===== config.mk =====
export PLATFORM = sky130hd
export DESIGN_NAME = wb_core_responder
export DESIGN_NICKNAME = d
export VERILOG_FILES = /design/src/rtl/wb_core_responder.sv
export SDC_FILE = /design/constraint.sdc
export NUM_CORES = 2
export LEC_CHECK = 0
export BUFFER_PORTS_ARGS = -buffer_cell sky130_fd_sc_hd__buf_2
export CAP_MARGIN = 40
export CORE_AREA = 2 2 596 598
export CTS_BUF_LIST = sky130_fd_sc_hd__clkbuf_4 sky130_fd_sc_hd__clkbuf_8 sky130_fd_sc_hd__clkbuf_16
export CTS_CLUSTER_SIZE = 25
export DETAILED_ROUTE_END_ITERATION = 8
export DIE_AREA = 0 0 598 600
export PLACE_DENSITY = 0.4
export SETUP_SLACK_MARGIN = 0.5
export SKIP_LAST_GASP = 1
export SLEW_MARGIN = 40
export SYNTH_ARGS = -nofsm -noshare
export SYNTH_HDL_FRONTEND = slang
export SYNTH_SLANG_ARGS = --single-unit
export TNS_END_PERCENT = 100

===== constraint.sdc =====
create_clock -name clk_i -period 5.25 [get_ports clk_i]
set_clock_uncertainty 0.15 [all_clocks]
set_input_delay 0.525 -clock clk_i [delete_from_list [all_inputs] [get_ports clk_i]]
set_output_delay 0.525 -clock clk_i [all_outputs]
set_load 0.01 [all_outputs]

===== src/rtl/wb_core_responder.sv =====
// Wishbone-classic responder for the neuron cores: packs input spike words,
// assembles parameter records, triggers calculation passes and returns output spikes.
module wb_core_responder #(
    parameter int          NUM_CORE = 2,
    parameter int          PARAM_W  = 368,
    parameter logic [15:0] IMEM_HI  = 16'h8000,
    parameter logic [15:0] PARAM_HI = 16'h8002,
    parameter logic [15:0] OMEM_HI  = 16'h8004,
    parameter logic [31:0] CALC_ADR = 32'h8036_0000
) (
    input  logic                    clk_i,
    input  logic                    wb_rst_ni,
    input  logic                    wbs_cyc_i,
    input  logic                    wbs_stb_i,
    input  logic                    wbs_we_i,
    input  logic [3:0]              wbs_sel_i,
    input  logic [31:0]             wbs_adr_i,
    input  logic [31:0]             wbs_dat_i,
    output logic                    wbs_ack_o,
    output logic [31:0]             wbs_dat_o,
    output logic [NUM_CORE*256-1:0] spike_in_o,
    output logic                    param_we_o,
    output logic                    param_core_o,
    output logic [7:0]              param_neuron_o,
    output logic [PARAM_W-1:0]      param_data_o,
    output logic                    calc_start_o,
    input  logic                    calc_done_i,
    input  logic [NUM_CORE*256-1:0] spike_out_i
);

    localparam int SPK_W  = NUM_CORE * 256;
    localparam int IDX_W  = $clog2(SPK_W);
    localparam int SIDX_W = $clog2(PARAM_W);

    localparam logic [1:0] ST_IDLE = 2'd0;
    localparam logic [1:0] ST_RESP = 2'd1;
    localparam logic [1:0] ST_CALC = 2'd2;

    logic [1:0]         state_r;
    logic               start_pend_r;
    logic [31:0]        adr_r;
    logic [31:0]        wdat_r;
    logic [3:0]         sel_r;
    logic               we_r;
    logic               ack_r;
    logic [31:0]        dat_r;
    logic [SPK_W-1:0]   spike_in_r;
    logic [SPK_W-1:0]   omem_r;
    logic [PARAM_W-1:0] shadow_r;
    logic               param_we_r;
    logic               param_core_r;
    logic [7:0]         param_neuron_r;
    logic               calc_start_r;

    logic               req_s;
    logic [15:0]        imem_off_s;
    logic [15:0]        param_off_s;
    logic [15:0]        omem_off_s;
    logic               hit_imem_s;
    logic               hit_param_s;
    logic               hit_omem_s;
    logic [2:0]         word_s;
    logic [3:0]         pword_s;
    logic               calc_rd_s;
    logic               clear_s;
    logic               imem_wr_s;
    logic               param_wr_s;
    logic               commit_s;
    logic [31:0]        rdata_s;
    logic [SPK_W-1:0]   imem_next_s;
    logic [PARAM_W-1:0] shadow_next_s;

    // Decode works on the latched request so the RESP cycle sees a stable address.
    assign req_s       = wbs_cyc_i & wbs_stb_i;
    assign imem_off_s  = adr_r[31:16] - IMEM_HI;
    assign param_off_s = adr_r[31:16] - PARAM_HI;
    assign omem_off_s  = adr_r[31:16] - OMEM_HI;
    assign hit_imem_s  = imem_off_s < 16'(NUM_CORE);
    assign hit_param_s = param_off_s < 16'(NUM_CORE);
    assign hit_omem_s  = omem_off_s < 16'(NUM_CORE);
    assign word_s      = adr_r[4:2];
    assign pword_s     = adr_r[5:2];
    assign calc_rd_s   = !we_r && (adr_r == CALC_ADR);
    assign clear_s     = we_r && (adr_r == 32'd0);
    assign imem_wr_s   = we_r && hit_imem_s;
    assign param_wr_s  = we_r && hit_param_s && (pword_s <= 4'd11);
    assign commit_s    = param_wr_s && (pword_s == 4'd11);

    // Read-data mux: word 0 of a core sits at the top of its 256-bit slice.
    always_comb begin
        rdata_s = 32'd0;
        if (!we_r && hit_imem_s) begin
            rdata_s = spike_in_r[IDX_W'({imem_off_s[0], ~word_s, 5'b00000}) +: 32];
        end else if (!we_r && hit_omem_s) begin
            rdata_s = omem_r[IDX_W'({omem_off_s[0], ~word_s, 5'b00000}) +: 32];
        end else begin
            rdata_s = 32'd0;
        end
    end

    // Byte-masked merge of the write data into the spike vector and parameter shadow.
    always_comb begin
        imem_next_s   = spike_in_r;
        shadow_next_s = shadow_r;
        for (int b = 0; b < 4; b++) begin
            if (sel_r[b]) begin
                imem_next_s[IDX_W'({imem_off_s[0], ~word_s, 2'(b), 3'b000}) +: 8] = wdat_r[8*b +: 8];
            end else begin
                imem_next_s[IDX_W'({imem_off_s[0], ~word_s, 2'(b), 3'b000}) +: 8] =
                    spike_in_r[IDX_W'({imem_off_s[0], ~word_s, 2'(b), 3'b000}) +: 8];
            end
        end
        if (pword_s == 4'd11) begin
            shadow_next_s[15:0] = wdat_r[31:16];
        end else if (pword_s < 4'd11) begin
            for (int b = 0; b < 4; b++) begin
                if (sel_r[b]) begin
                    shadow_next_s[SIDX_W'(PARAM_W - 32 - 32*int'(pword_s) + 8*b) +: 8] = wdat_r[8*b +: 8];
                end else begin
                    shadow_next_s[SIDX_W'(PARAM_W - 32 - 32*int'(pword_s) + 8*b) +: 8] =
                        shadow_r[SIDX_W'(PARAM_W - 32 - 32*int'(pword_s) + 8*b) +: 8];
                end
            end
        end else begin
            shadow_next_s = shadow_r;
        end
    end

    // Bus state machine; writes and all outputs take effect in the RESP cycle.
    always_ff @(posedge clk_i or negedge wb_rst_ni) begin
        if (!wb_rst_ni) begin
            state_r        <= ST_IDLE;
            start_pend_r   <= 1'b0;
            adr_r          <= 32'd0;
            wdat_r         <= 32'd0;
            sel_r          <= 4'd0;
            we_r           <= 1'b0;
            ack_r          <= 1'b0;
            dat_r          <= 32'd0;
            spike_in_r     <= '0;
            omem_r         <= '0;
            shadow_r       <= '0;
            param_we_r     <= 1'b0;
            param_core_r   <= 1'b0;
            param_neuron_r <= 8'd0;
            calc_start_r   <= 1'b0;
        end else begin
            ack_r        <= 1'b0;
            dat_r        <= 32'd0;
            param_we_r   <= 1'b0;
            calc_start_r <= 1'b0;
            case (state_r)
                ST_IDLE: begin
                    if (req_s) begin
                        adr_r   <= wbs_adr_i;
                        wdat_r  <= wbs_dat_i;
                        sel_r   <= wbs_sel_i;
                        we_r    <= wbs_we_i;
                        state_r <= ST_RESP;
                    end else begin
                        state_r <= ST_IDLE;
                    end
                end
                ST_RESP: begin
                    ack_r <= 1'b1;
                    dat_r <= rdata_s;
                    if (clear_s) begin
                        spike_in_r <= '0;
                    end else if (imem_wr_s) begin
                        spike_in_r <= imem_next_s;
                    end
                    if (param_wr_s) begin
                        shadow_r <= shadow_next_s;
                    end
                    if (commit_s) begin
                        param_we_r     <= 1'b1;
                        param_core_r   <= param_off_s[0];
                        param_neuron_r <= adr_r[15:8];
                    end
                    if (calc_rd_s) begin
                        start_pend_r <= 1'b1;
                        state_r      <= ST_CALC;
                    end else begin
                        state_r <= ST_IDLE;
                    end
                end
                ST_CALC: begin
                    // Done is only meaningful once the start pulse has gone out.
                    if (start_pend_r) begin
                        calc_start_r <= 1'b1;
                        start_pend_r <= 1'b0;
                    end else if (calc_done_i) begin
                        omem_r  <= spike_out_i;
                        state_r <= ST_IDLE;
                    end
                end
                default: begin
                    state_r <= ST_IDLE;
                end
            endcase
        end
    end

    assign wbs_ack_o      = ack_r;
    assign wbs_dat_o      = dat_r;
    assign spike_in_o     = spike_in_r;
    assign param_we_o     = param_we_r;
    assign param_core_o   = param_core_r;
    assign param_neuron_o = param_neuron_r;
    assign param_data_o   = shadow_r;
    assign calc_start_o   = calc_start_r;

endmodule


==> metrics.md <==
| Metric | Value |
|---|---|
| CTS buffer count | `191` |
| Worst Path Max Fanout | `29` |
| Setup TNS | `0 ns` |
| First-pass GRT wire length | `536000 um` |
| Worst setup margin | `0.889 ns` |
| Aggregate global routing overflow | `0` |
| Via/cell ratio | `4.60` |
| Min Tclk post-route | `4.36 ns` |
| Die width | `598 um` |
| Routed vias | `56946` |
| Setup Crit Path Kind | `register to register` |
| Multi-input gate area | `28500 sq um` |
| Num rows | `218` |
| PostCTS Resize Cnt | `0` |
| Root buffer cell | `clkbuf_16` |
| Final HPWL from detailed placement | `314000 um` |
| Worst-Margin Slew | `0.954 ns` |
| Unrepaired setup endpoints after global routing | `no` |
| Final Hold Violating Endpoints | `0` |
| Final wirelength | `403000 um` |
| Status | `finished, final reports clean` |
| Final Util | `26.9%` |
| Number of routed nets with antenna violations | `0` |
| 1st-iter DRT viols | `4786` |
| Antenna violations before repair | `129` |
| Drt pass-1 iters | `8` |
| Post-synthesis sequential area ratio | `55.6%` |
| Chip height | `600 um` |
| Layout cells sized above 1 | `42.3%` |
| Pre-CTS setup slack | `0.873 ns` |
| Post-CTS setup buffer count | `0` |
| Max IR drop VDD | `0.252 mV` |
| Mean Syn Cell Area | `12.3 sq um` |
| Relative slew slack | `36.4%` |
| CTS tree | `built` |
| Sink Count | `1508` |
| Core area | `352000 sq um` |
| HP Class | `input pin to register` |
| Clk slew on worst S/H paths | `0.06 ns` |
| P_leak | `43.9 nW` |
| I/O pin count | `1510` |
| Most frequent cells in the layout | `buf_2, dfrtp_1, nand2_1` |
| WL/cell | `32.5 um` |
| Remaining DRCs | `0` |
| Largest net degree at the start of global routing | `150` |
| GP Congestion | `0.865` |
| Input/output buffers | `1509` |
| Number of global-route vias before repair | `58558` |
| Final slew viol count | `0` |
| Initial core utilization | `19.3%` |
| Die area | `359000 sq um` |
| GRT Resource Usage Total | `21.8%` |
| Area grow syn2layout | `39.5%` |
| Crit path DAT | `5.00 ns` |
| Nets | `8154` |
| Seq cells post-synth | `1508` |
| Leading cell type in the layout, fill and taps excluded | `buf_2` |
| Clk buf depth | `4` |
| Tcrit/Tclk final | `83.1%` |
| Fillcell total | `37028` |
| PwrDens | `350 nW/um^2` |
| Synth Flop Type | `dfrtp_1` |
| CTS Hold Bufs | `584` |
| Cell variety after synth | `91` |
| Critical path endpoint category | `register` |
| Syn Inst Count | `5524` |
| Maxcap violations | `0` |
| Yosys Warn Count | `0` |
| Setup crit start kind | `register` |
| Syn nets | `6117` |
| Worst hold slack | `0.165 ns` |
| Final setup fails | `0` |
| CTS H-tree lvls | `4` |
| Required time of the worst setup path | `5.88 ns` |
| Register area | `37800 sq um` |
| Post-synth EDFFs | `0` |
| Asr flop ratio synth | `100%` |
| Clock Latency Late Sink | `0.89 ns` |
| Mapped Area | `67900 sq um` |
| Fmax | `0.229 GHz` |
==> synth_stat cells (14+ instances only) <==
master / count / area [sq um]
mux4_2: 281 / 6330
nor2b_1: 26 / 163
buf_1: 21 / 78.8
nand3_1: 74 / 370
mux2i_1: 92 / 921
a31oi_1: 24 / 150
buf_2: 60 / 300
a21oi_1: 62 / 310
o221ai_1: 18 / 158
and3_1: 36 / 225
nand4_1: 38 / 238
mux2_2: 751 / 8460
dfrtp_1: 1508 / 37700
o21ai_1: 41 / 205
or2_2: 19 / 119
o211ai_1: 14 / 105
a22oi_1: 28 / 210
nor3_1: 24 / 120
nand2_1: 881 / 3310
nor2_1: 80 / 300
a22o_1: 28 / 245
and2_1: 14 / 87.6
nand2b_1: 22 / 138
clkbuf_1: 370 / 1390
o22ai_1: 26 / 163
inv_1: 39 / 146
o21ai_0: 675 / 3380
buf_4: 22 / 165
==> worst paths after layout <==
kind	start	slack [ns]	cells past startpoint	endpoint
min in group asynchronous	wb_rst_ni	0.33	3	spike_in_o[342]
worst min register to register	param_data_o[264]	0.22	0	param_data_o[264]
worst min-delay path	wbs_stb_i	0.16	4	state_r[0]
max in group asynchronous	wb_rst_ni	3.29	5	wdat_r[13]
worst max register to register	adr_r[17]	0.89	8	spike_in_o[345]
worst max-delay path	adr_r[17]	0.89	8	spike_in_o[345]
==> layout make-up <==
class | instances | area share, %
clock inverters | 87 | 1.18
inverters | 41 | 0.173
multi-input cells | 3484 | 30.1
flip-flops and latches | 1508 | 39.8
clock buffers | 260 | 5.88
repair buffers | 2335 | 16.6
well taps | 4620 | 6.10
diodes | 58 | 0.153
==> where the power goes <==
| part | total (W) | internal [W] | switching (W) |
|---|---|---|---|
| combinational | 0.00620 | 0.00222 | 0.00398 |
| sequential | 0.0127 | 0.0121 | 0.000553 |
| clock | 0.0143 | 0.00846 | 0.00580 |
==> registers in the layout, indices dropped and copies added (netlist names) <==
name and count:
adr_r 32, calc_start_o 1, omem_r 512, param_core_o 1, param_data_o 368, param_neuron_o 8
param_we_o 1, sel_r 4, spike_in_o 512, start_pend_r 1, state_r 2, wbs_ack_o 1
wbs_dat_o 32, wdat_r 32, we_r 1
==> per-layer routing <==
metal	GRT usage, %	up-vias	part of all wire [%]	wire length, um
li1	-	24098	-	-
met1	24.7	29703	37	150000
met2	39.2	2460	51	207000
met3	4.22	649	6.1	24400
met4	9.85	36	5.4	21900
met5	0	-	0.054	218
==> per-stage QoR <==
stage | instance area (sq um) | power [W] | cells
2_1_floorplan | 67900 | 0.0155 | 5524
3_3_place_gp | 81300 | 0.0187 | 11376
3_5_place_dp | 81900 | 0.0189 | 11400
4_1_cts | 94500 | 0.0337 | 12331
5_1_grt | 94700 | 0.0344 | 12369
6_report | 94800 | 0.0332 | 12393
==> critical path, cell delays in order (launching register included) <==
cell	delay [ns]
dfrtp_1	0.48
nor4_2	0.50
nand4_1	0.69
nor3_4	0.77
buf_4	0.49
and2_0	0.43
nand4_1	0.16
buf_4	0.30
o21ai_0	0.23
==> cell families (layout without fill, tap and decap cells) <==
logic type	Yosys count	in the layout	synth area share, %
buffers and inverters	532	2723	3.46
AO/OA/AOI/OAI	1064	1064	9.14
flip-flops	1508	1508	55.6
XOR/XNOR	8	8	0.155
other	0	58	0
multiplexers	1132	1132	23.4
adder cells (fa/ha/maj)	7	7	0.129
AND/OR/NAND/NOR	1273	1273	8.18
Note: power is estimated with default switching activity, not from simulation.
